### src/rtl/lsu.sv
// ----------------------------------------------------------------------------
// lsu -- load/store unit between the execute stage and a simple word bus.
//
// Accepts one load or store at a time from the EXU, issues a single
// word-aligned bus request, and returns the load result to the write-back
// unit. Each request goes through the states IDLE -> REQ -> RESP -> IDLE.
//
// Parameters
//   BUS_TIMEOUT  REQ cycles without mem_ack before a bus error (1..255)
//
// Optional feature (compile-time macro)
//   LSU_MISALIGN_CHECK_EN  when defined, a misaligned halfword or word access
//                          skips the bus and is reported with misalign=1.
//                          When undefined, misalign is tied to 0, words ignore
//                          addr[1:0] and halfwords ignore addr[0].
//
// Ports
//   sys_clk, sys_rst            clock, synchronous active-high reset
//   in_valid/in_ready           EXU request handshake
//   in_we, in_funct3            store flag, access size (B/H/W/BU/HU)
//   in_addr, in_wdata, in_rd    byte address, right-aligned store data, load rd
//   out_valid/out_ready         WBU result handshake
//   gpr_waddr/wdata/wen         register-write request to the WBU
//   mem_req, mem_we, mem_addr   bus request, write flag, word address
//   mem_wdata, mem_wstrb        lane-shifted store data and byte strobes
//   mem_ack, mem_rdata          bus acknowledge and read word
//   bus_err, misalign           error flags, valid only with out_valid
// ----------------------------------------------------------------------------
module lsu #(
    parameter int unsigned BUS_TIMEOUT = 255
) (
    input  logic        sys_clk,
    input  logic        sys_rst,
    input  logic        in_valid,
    output logic        in_ready,
    input  logic        in_we,
    input  logic [2:0]  in_funct3,
    input  logic [31:0] in_addr,
    input  logic [31:0] in_wdata,
    input  logic [4:0]  in_rd,
    output logic        out_valid,
    input  logic        out_ready,
    output logic [4:0]  gpr_waddr,
    output logic [31:0] gpr_wdata,
    output logic        gpr_wen,
    output logic        mem_req,
    output logic        mem_we,
    output logic [31:0] mem_addr,
    output logic [31:0] mem_wdata,
    output logic [3:0]  mem_wstrb,
    input  logic        mem_ack,
    input  logic [31:0] mem_rdata,
    output logic        bus_err,
    output logic        misalign
);

    typedef enum logic [1:0] {S_IDLE, S_REQ, S_RESP} state_t;

    state_t      state_q,     state_d;
    logic [7:0]  cnt_q,       cnt_d;
    logic [2:0]  funct3_q,    funct3_d;
    logic [1:0]  off_q,       off_d;
    logic [4:0]  rd_q,        rd_d;
    logic        mem_we_q,    mem_we_d;
    logic [31:0] mem_addr_q,  mem_addr_d;
    logic [31:0] mem_wdata_q, mem_wdata_d;
    logic [3:0]  mem_wstrb_q, mem_wstrb_d;
    logic [31:0] gpr_wdata_q, gpr_wdata_d;
    logic        bus_err_q,   bus_err_d;
    logic        misalign_q,  misalign_d;

    // Request decode. funct3[1:0] selects the size; 011/110/111 fall into
    // the word case. off_in is the byte lane actually used, so halfwords
    // and words drop the address bits they are allowed to ignore.
    logic        is_b, is_h, mis_in;
    logic [1:0]  off_in;
    logic [3:0]  wstrb_in;
    logic [31:0] lane, load_data;

    always_comb begin
        is_b   = (in_funct3[1:0] == 2'b00);
        is_h   = (in_funct3[1:0] == 2'b01);
        off_in = is_b ? in_addr[1:0] : (is_h ? {in_addr[1], 1'b0} : 2'b00);
`ifdef LSU_MISALIGN_CHECK_EN
        mis_in = (is_h && in_addr[0]) || (!is_b && !is_h && (in_addr[1:0] != 2'b00));
`else
        mis_in = 1'b0;
`endif
        if (!in_we)    wstrb_in = 4'b0000;
        else if (is_b) wstrb_in = 4'b0001 << off_in;
        else if (is_h) wstrb_in = 4'b0011 << off_in;
        else           wstrb_in = 4'b1111;
    end

    // Load extraction from the registered lane offset; funct3[2] = unsigned.
    always_comb begin
        lane = mem_rdata >> {off_q, 3'b000};
        case (funct3_q)
            3'b000:  load_data = {{24{lane[7]}},  lane[7:0]};
            3'b100:  load_data = {24'h0,          lane[7:0]};
            3'b001:  load_data = {{16{lane[15]}}, lane[15:0]};
            3'b101:  load_data = {16'h0,          lane[15:0]};
            default: load_data = mem_rdata;
        endcase
    end

    // NOTE: every _d gets its hold value first, so no path through the
    // case below can leave a signal unassigned and infer a latch.
    always_comb begin
        state_d     = state_q;
        cnt_d       = cnt_q;
        funct3_d    = funct3_q;
        off_d       = off_q;
        rd_d        = rd_q;
        mem_we_d    = mem_we_q;
        mem_addr_d  = mem_addr_q;
        mem_wdata_d = mem_wdata_q;
        mem_wstrb_d = mem_wstrb_q;
        gpr_wdata_d = gpr_wdata_q;
        bus_err_d   = bus_err_q;
        misalign_d  = misalign_q;

        case (state_q)
            S_IDLE: begin
                if (in_valid) begin
                    funct3_d    = in_funct3;
                    off_d       = off_in;
                    rd_d        = in_rd;
                    mem_we_d    = in_we;
                    mem_addr_d  = {in_addr[31:2], 2'b00};
                    mem_wdata_d = in_we ? (in_wdata << {off_in, 3'b000}) : 32'h0;
                    mem_wstrb_d = wstrb_in;
                    gpr_wdata_d = 32'h0;
                    bus_err_d   = 1'b0;
                    misalign_d  = mis_in;
                    cnt_d       = 8'd0;
                    // A misaligned access never touches the bus.
                    state_d     = mis_in ? S_RESP : S_REQ;
                end
            end
            S_REQ: begin
                if (mem_ack) begin
                    gpr_wdata_d = mem_we_q ? 32'h0 : load_data;
                    state_d     = S_RESP;
                end else if (cnt_q == 8'(BUS_TIMEOUT - 1)) begin
                    // This was the last allowed REQ cycle.
                    bus_err_d = 1'b1;
                    state_d   = S_RESP;
                end else begin
                    cnt_d = cnt_q + 8'd1;
                end
            end
            S_RESP: begin
                if (out_ready) state_d = S_IDLE;
            end
            default: state_d = S_IDLE;
        endcase
    end

    // NOTE: state registers use non-blocking assignments so every flop
    // samples the pre-edge values, independent of statement order.
    always_ff @(posedge sys_clk) begin
        if (sys_rst) begin
            state_q     <= S_IDLE;
            cnt_q       <= 8'd0;
            funct3_q    <= 3'b000;
            off_q       <= 2'b00;
            rd_q        <= 5'd0;
            mem_we_q    <= 1'b0;
            mem_addr_q  <= 32'h0;
            mem_wdata_q <= 32'h0;
            mem_wstrb_q <= 4'b0000;
            gpr_wdata_q <= 32'h0;
            bus_err_q   <= 1'b0;
            misalign_q  <= 1'b0;
        end else begin
            state_q     <= state_d;
            cnt_q       <= cnt_d;
            funct3_q    <= funct3_d;
            off_q       <= off_d;
            rd_q        <= rd_d;
            mem_we_q    <= mem_we_d;
            mem_addr_q  <= mem_addr_d;
            mem_wdata_q <= mem_wdata_d;
            mem_wstrb_q <= mem_wstrb_d;
            gpr_wdata_q <= gpr_wdata_d;
            bus_err_q   <= bus_err_d;
            misalign_q  <= misalign_d;
        end
    end

    assign in_ready  = (state_q == S_IDLE);
    assign out_valid = (state_q == S_RESP);
    assign mem_req   = (state_q == S_REQ);
    assign mem_we    = mem_we_q;
    assign mem_addr  = mem_addr_q;
    assign mem_wdata = mem_wdata_q;
    assign mem_wstrb = mem_wstrb_q;
    assign gpr_waddr = rd_q;
    assign gpr_wdata = gpr_wdata_q;
    assign bus_err   = out_valid & bus_err_q;
    assign misalign  = out_valid & misalign_q;
    assign gpr_wen   = out_valid & ~mem_we_q & ~bus_err_q & ~misalign_q & (rd_q != 5'd0);

endmodule
### config.mk
export PLATFORM = sky130hd
export DESIGN_NAME = lsu
export DESIGN_NICKNAME = d
export VERILOG_FILES = /design/src/rtl/lsu.sv
export SDC_FILE = /design/constraint.sdc
export NUM_CORES = 1
export LEC_CHECK = 0
export ABC_AREA = 1
export CAP_MARGIN = 15
export CORE_MARGIN = 3
export CORE_UTILIZATION = 40
export DETAILED_ROUTE_END_ITERATION = 12
export PLACE_DENSITY = 0.74
export SYNTH_ARGS = -nofsm -noshare
export SYNTH_HDL_FRONTEND = slang
export SYNTH_SLANG_ARGS = --single-unit
### constraint.sdc
create_clock -name sys_clk -period 2.65 [get_ports sys_clk]
set_input_delay 0.53 -clock sys_clk [delete_from_list [all_inputs] [get_ports sys_clk]]
set_output_delay 0.53 -clock sys_clk [all_outputs]
set_load 0.01 [all_outputs]
==> impl_metrics.yaml, run 1 <==
clock_tree:
  numCtsBuffers: 17
  clk_latency_ns: 0.41
  cts.sinks: 120
  post_cts_buffers: 0
  hold_buffers: 0
  clk_pin_slew_ns: 0.06
  cts_resized: 0
  cts_tree: "built"
  clockBufferDepth: 2
  cts_root_buf: "clkbuf_16"
  htreeDepth: 4
worst_setup_path:
  path_cells: "inv_1 > nor2_1 > inv_1 > nor2_1 > clkdlybuf4s50_1"
  crit_path_start_kind: "flop"
  critPathArrivalTime_ns: 1.81
  path_class: "flop to output port"
  worstPathMaxFanout: 3
  crit_path_top_delay_cell: "clkdlybuf4s50_1"
  path_depth: 5
  critical_path_buf_inv_count: 3
  cpPeakStageDelay_ns: 0.57
  path_delay_family: "buffers and inverters"
  crit_required_ns: 2.12
  r2r.worst_path.cells: 8
  reg2reg_slack_ns: 0.79
  r2r-start: "off_q[0]"
  endpoint_kind: "output port"
  r2r-end: "gpr_wdata[20]"
sta:
  holdWs_ns: 0.454
  max_freq_mhz: 427
  finalSetupViolations: 0
  rsz0062_at_grt: "no"
  fin_crit_sh: 0.883
  hold_violations: 0
  final.setup_skew_ns: 0.00673
  fin_crit_ns: 2.34
  tightest_slew_ns: 0.795
  report.final.slew_viol_count: 0
  setup_tns_ns: 0
  maxSlewHeadroom: 0.468
  timing.final.ws_setup_ns: 0.310
route:
  drt-total-wl_um: 18400
  via_per_inst: 4.92
  antenna_left: 0
  drt_iter0_drc: 461
  drc: 0
  firstDrtPassIters: 5
  wire_per_inst_um: 14.7
  vias: 6164
global_route:
  grt_overflow: 0
  grt_max_degree: 42
  gr-usage-all-layers: 0.224
  grt_pass1_vias: 5623
  antenna_found_initial: 1
  grt_pass1_wl_um: 28800
finish:
  syn2layout_area_growth_pct: 48.9
  num-fill-cells: 1335
  fin_area_um2: 8670
  fin_nets: 1171
  mostFrequentLayoutCells: "clkdlybuf4s50_1 (217), nand2_1 (195), nor2_1 (156)"
  drive_gt1_frac: 0.0821
  final_common_cell: "clkdlybuf4s50_1"
hold_path:
  worstHoldPathCells: 2
  min_to: "mem_wstrb[0]"
  hp-class: "flop to flop"
  hold_start: "mem_wstrb[0]"
yosys:
  synth.area.top_cells: "dfxtp_1 (41%), nand2_1 (13%), nor2_1 (10%), a21oi_1 (6.3%), o21ai_0 (6.1%)"
  syn-cell-area_um2: 5820
  syn_area_per_cell_um2: 6.81
  synthesis.instances: 855
  synth_seq_cells: 120
  yosysWarnings: 0
  synthDistinctLibCells: 37
  synth_top_area_share: 0.413
  synth_top_area_cell: "dfxtp_1"
  ys_seq_area_frac: 0.413
floorplan:
  initial_core_util: 0.414
  die_w_um: 127
  die_area_um2: 16000
  die_y_um: 127
  placementRows: 43
  ios: 222
  coreArea_um2: 14000
job:
  maxCapViolCount: 0
power:
  p_per_area_nw_per_um2: 613
  max-vdd-ir-drop_v: 0.000428
  p_leak_nw: 3.60
  total_power_mw: 5.31
placed_design:
  globalplace.congestion: 0.897
  dp_hpwl_um: 13500
  place_area_um2: 8060
  place_ws_ns: 0.222
  io_buffers: 218
outcome:
  status: "finished, final reports clean"
## metrics by stage
| stage | util | std cells |
|---|---|---|
| after CTS | 0.617 | 1252 |
| after global routing | 0.617 | 1253 |
| after global placement | 0.574 | 1220 |
| after detailed placement | 0.574 | 1220 |
| final | 0.617 | 1253 |
| after floorplan | - | 857 |
## cell type report
class	count	area (um2)	share of cell area
Timing Repair Buffer	233	2290	0.264
Multi-Input combinational cell	618	2880	0.332
Clock buffer	21	480	0.0554
Antenna cell	1	2.50	0.000289
Sequential cell	120	2400	0.277
Inverter	69	269	0.0310
Tap cell	180	225	0.0260
Clock inverter	11	120	0.0139
## worst reg2reg max path: cells and delay by family (launching register included)
| kind | cells | cell delay [ns] |
|---|---|---|
| AO/OA/AOI/OAI | 1 | 0.06 |
| flip-flops | 1 | 0.58 |
| AND/OR/NAND/NOR | 6 | 0.78 |
| buffers and inverters | 1 | 0.31 |
## routing by layer
layer	track usage	up-vias	share of wire
li1	-	3142	-
met1	0.281	2805	0.43
met2	0.376	195	0.49
met3	0.0573	22	0.068
met4	0.0757	0	0.019
met5	0	-	0
## state kept, by name (all words and copies together) (netlist names), 2 cells and up
register / count
off_q: 2
cnt_q: 8
mem_wstrb: 4
mem_wdata: 32
state_q: 2
funct3_q: 3
gpr_waddr: 5
gpr_wdata: 32
mem_addr: 30
## Yosys cell counts, drive strengths merged
master and n:
nor3 3, a21oi 73, o22ai 1, o31ai 1, o21ai 92, nand3 49, dfxtp 120, nor2 170
nand2 203, buf 28, clkinv 2, xor2 1, conb 1, inv 67, nand4 2, a22oi 10
ha 2, o211ai 2, nand3b 1, or2 5, clkbuf 22
## logic make-up after synthesis
logic type	Yosys count	share of synthesized area
AOI/OAI and AO/OA	179	0.165
xor gates and xnor gates	1	0.00151
adders and majority gates	2	0.00430
buffers and inverters	119	0.0946
DFF	120	0.413
other	1	0.000644
and+or+nand+nor	433	0.321
## report_power, final
| part | leakage, nW | internal (mW) | switching, mW |
|---|---|---|---|
| Clock | 0.291 | 1.48 | 0.829 |
| Sequential | 0.980 | 1.91 | 0.0726 |
| Combinational | 2.33 | 0.479 | 0.537 |
| Total | 3.60 | 3.87 | 1.44 |
## how the worst max path moves through the flow
stage,startpoint,to,slack (ns)
6_report,state_q[1],bus_err,0.31
5_1_grt,state_q[1],bus_err,0.22
4_1_cts,state_q[1],bus_err,0.27
3_5_place_dp,in_funct3[1],mem_wdata[24],0.22
3_3_place_gp,in_funct3[1],mem_wdata[30],0.26
2_1_floorplan,in_funct3[0],mem_wdata[27],1.18
No activity file was read; power rests on OpenSTA's default activity.
==> run 2: changes to the inputs <==
==> config.mk (replaced) <==
export PLATFORM = sky130hd
export DESIGN_NAME = lsu
export DESIGN_NICKNAME = d
export VERILOG_FILES = /design/src/rtl/lsu.sv
export SDC_FILE = /design/constraint.sdc
export NUM_CORES = 1
export LEC_CHECK = 0
export ABC_AREA = 0
export CAP_MARGIN = 15
export CORE_MARGIN = 3
export CORE_UTILIZATION = 46
export DETAILED_ROUTE_END_ITERATION = 12
export PLACE_DENSITY = 0.86
export REMOVE_ABC_BUFFERS = 1
export SYNTH_ARGS = -nofsm -noshare
export SYNTH_HDL_FRONTEND = slang
export SYNTH_SLANG_ARGS = --single-unit
==> run 2 against run 1 <==
  * Total power down 9.8%
  * Global-route usage up 4.7 points
  * Critical path type unchanged
  * Area after synthesis decreased by 12%
  * Combinational power is 29% lower
  * Clock skew increased by 0.0021 ns
  * Sequential share of layout area grew 2.5 points
  * Clock power decreased by 8%
  * Worst setup slack worse by 0.086 ns
  * Largest power group unchanged
==> impl_metrics.yaml, run 2 <==
yosys:
  synthesis.instances: 585
  yosysWarnings: 0
  ys.flop_type: "dfxtp_1"
  synthDistinctLibCells: 53
  yosys.cell_count.top_type: "nand2_1"
  synth_top_area_cell: "dfxtp_1"
  synth_common_cells: "nand2_1 (124), dfxtp_1 (120), a21oi_1 (59)"
  synth_top_area_share: 0.470
  synth_edf_count: 0
  synth_seq_cells: 120
  synth.area.top_cells: "dfxtp_1 (47%), nand2_1 (9.1%), a21oi_1 (5.8%), mux2i_1 (3.5%), o21ai_0 (3.0%)"
  async_flop_share: 0
  syn_area_per_cell_um2: 8.73
  syn-cell-area_um2: 5110
  ys_seq_area_frac: 0.470
power:
  internal_power_mw: 3.60
  p_per_area_nw_per_um2: 602
  power_frac_clock: 0.442
  total_power_mw: 4.79
  p_leak_nw: 2.95
  share_comb_of_total_power: 0.150
  netSwitchingPower_mw: 1.19
  max-vdd-ir-drop_v: 0.000514
  p_seq_frac: 0.408
  swShare: 0.248
worst_setup_path:
  crit_required_ns: 2.12
  r2r.worst_path.cells: 6
  path_class: "flop to output port"
  path_cells: "inv_1 > nor2_1 > and2_1 > clkdlybuf4s50_1"
  crit_path_start_kind: "flop"
  critPathArrivalTime_ns: 1.90
  reg2reg_slack_ns: 0.65
  crit_path_start: "state_q[1]"
  r2r-end: "gpr_wdata[23]"
  cpPeakStageDelay_ns: 0.54
  r2r-start: "off_q[1]"
  worstPathMaxFanout: 8
  crit_path_top_delay_cell: "clkdlybuf4s50_1"
  endpoint_kind: "output port"
  endpoint: "bus_err"
sta:
  final.setup_skew_ns: 0.00878
  max_freq_mhz: 412
  hold_violations: 0
  report.final.slew_viol_count: 0
  tightest_slew_ns: 0.708
  setup_tns_ns: 0
  maxSlewHeadroom: 0.526
  finalSetupViolations: 0
  fin_crit_ns: 2.43
  rsz0062_at_grt: "no"
  fin_crit_sh: 0.916
  holdWs_ns: 0.360
finish:
  final_common_cell: "clkdlybuf4s50_1"
  syn2layout_area_growth_pct: 55.8
  fin_nets: 904
  num-fill-cells: 732
  mostFrequentLayoutCells: "clkdlybuf4s50_1 (216), nand2_1 (124), dfxtp_1 (119)"
  drive_gt1_frac: 0.0996
  fin_area_um2: 7960
  fin_util: 0.754
floorplan:
  die_y_um: 111
  initial_core_util: 0.484
  placementRows: 37
  die_area_um2: 12400
  coreArea_um2: 10600
  die_w_um: 111
  ios: 222
job:
  maxCapViolCount: 0
global_route:
  grt_overflow: 0
  grt_pass1_wl_um: 27400
  antenna_found_initial: 1
  gr-usage-all-layers: 0.272
  grt_pass1_vias: 5516
  grt_max_degree: 42
outcome:
  status: "finished, final reports clean"
route:
  drt_iter0_drc: 324
  vias: 5388
  antenna_left: 0
  wire_per_inst_um: 18.4
  drc: 0
  drt-total-wl_um: 17300
  via_per_inst: 5.73
  firstDrtPassIters: 6
placed_design:
  dp_hpwl_um: 12300
  io_buffers: 218
  globalplace.congestion: 0.878
  place_area_um2: 7380
clock_tree:
  cts_tree: "built"
  clk_latency_ns: 0.50
  post_cts_buffers: 0
  numCtsBuffers: 17
  cts_root_buf: "clkbuf_8"
  htreeDepth: 4
  cts.sinks: 120
  clk_pin_slew_ns: 0.05
  hold_buffers: 0
  clockBufferDepth: 2
hold_path:
  hp-class: "primary input to flop"
[run 2: cell types whose count changed in the layout (fill, tap and decap cells not counted), sizes merged, moves of 8 or more]
cell    before  now
nor2       170   35
o41ai        0    8
a21oi       73   60
and2         0    9
nand2      203  124
mux2i        0   18
a221o        0   16
o221ai       0    9
nand3       49    6
mux2         0    9
o21ai       92   31
a22o         0    8
inv         68    4
[run 2: power groups by stage]
stage / sequential, mW / clock [mW] / combinational [mW]
5_1_grt: 1.96 / 2.23 / 0.774
2_1_floorplan: 2.02 / 0 / 0.217
3_5_place_dp: 1.99 / 0 / 0.704
6_report: 1.95 / 2.12 / 0.720
3_3_place_gp: 1.98 / 0 / 0.689
4_1_cts: 1.95 / 2.13 / 0.718
[run 2: area by class of cell]
type | instances | area (um2) | area share
antenna | 1 | 2.50 | 0.000314
clock buffer | 22 | 473 | 0.0594
clock inverter | 8 | 72.6 | 0.00911
inverter | 4 | 15.0 | 0.00189
multi-input combinational | 416 | 2530 | 0.318
sequential | 120 | 2400 | 0.302
tap | 136 | 170 | 0.0214
timing repair buffer | 233 | 2290 | 0.288
[run 2: through the flow]
stage | instances | worst slack (ns)
global placement | 909 | 0.267
CTS | 939 | 0.0152
floorplan | 540 | -1.89
global route | 940 | 0.114
detailed placement | 909 | 0.222
finish | 940 | 0.224
[run 2: worst min path at each step]
stage                             from           end  cells after the start
after global placement    mem_wstrb[0]  mem_wstrb[0]                      1
final                          sys_rst    state_q[1]                      2
after floorplan               cnt_q[5]      cnt_q[5]                      2
after CTS                      sys_rst    state_q[0]                      2
after global routing           sys_rst    state_q[1]                      2
after detailed placement  mem_wstrb[0]  mem_wstrb[0]                      1
[run 2: what timing repair did]
action,in CTS,in global routing
setup endpoints to repair,1,1
cloned,0,0
gates resized for setup,5,2
[run 2: critical path: cells and delay by family, from the launching register on]
family,cells,cell delay [ns]
and+or+nand+nor,2,0.34
buffers and inverters,2,0.65
DFF,1,0.41
[run 2: routing by layer]
layer,share of wire,track usage,wire (um)
met1,0.38,0.306,6540
met2,0.50,0.464,8660
met3,0.094,0.0908,1630
met4,0.029,0.127,496
met5,0,0,0
[run 2: cells by family (layout without fill, tap and decap cells)]
| logic type | Yosys count | count (layout) | synth area share |
|---|---|---|---|
| AOI/OAI and AO/OA | 174 | 174 | 0.238 |
| xor gates and xnor gates | 2 | 2 | 0.00343 |
| adders and majority gates | 2 | 2 | 0.00490 |
| buffers and inverters | 51 | 267 | 0.0448 |
| DFF | 120 | 120 | 0.470 |
| muxes | 27 | 27 | 0.0558 |
| other | 1 | 4 | 0.000734 |
| and+or+nand+nor | 208 | 208 | 0.182 |
==> run 3: changes to the inputs <==
--- a/config.mk
+++ b/config.mk
@@ -12,6 +12,7 @@
 export DETAILED_ROUTE_END_ITERATION = 12
 export PLACE_DENSITY = 0.86
 export REMOVE_ABC_BUFFERS = 1
+export SLEW_MARGIN = 10
 export SYNTH_ARGS = -nofsm -noshare
 export SYNTH_HDL_FRONTEND = slang
 export SYNTH_SLANG_ARGS = --single-unit
==> results of run 3 <==
Same layout as run 2: the final DEF is identical, and so are final timing and power.
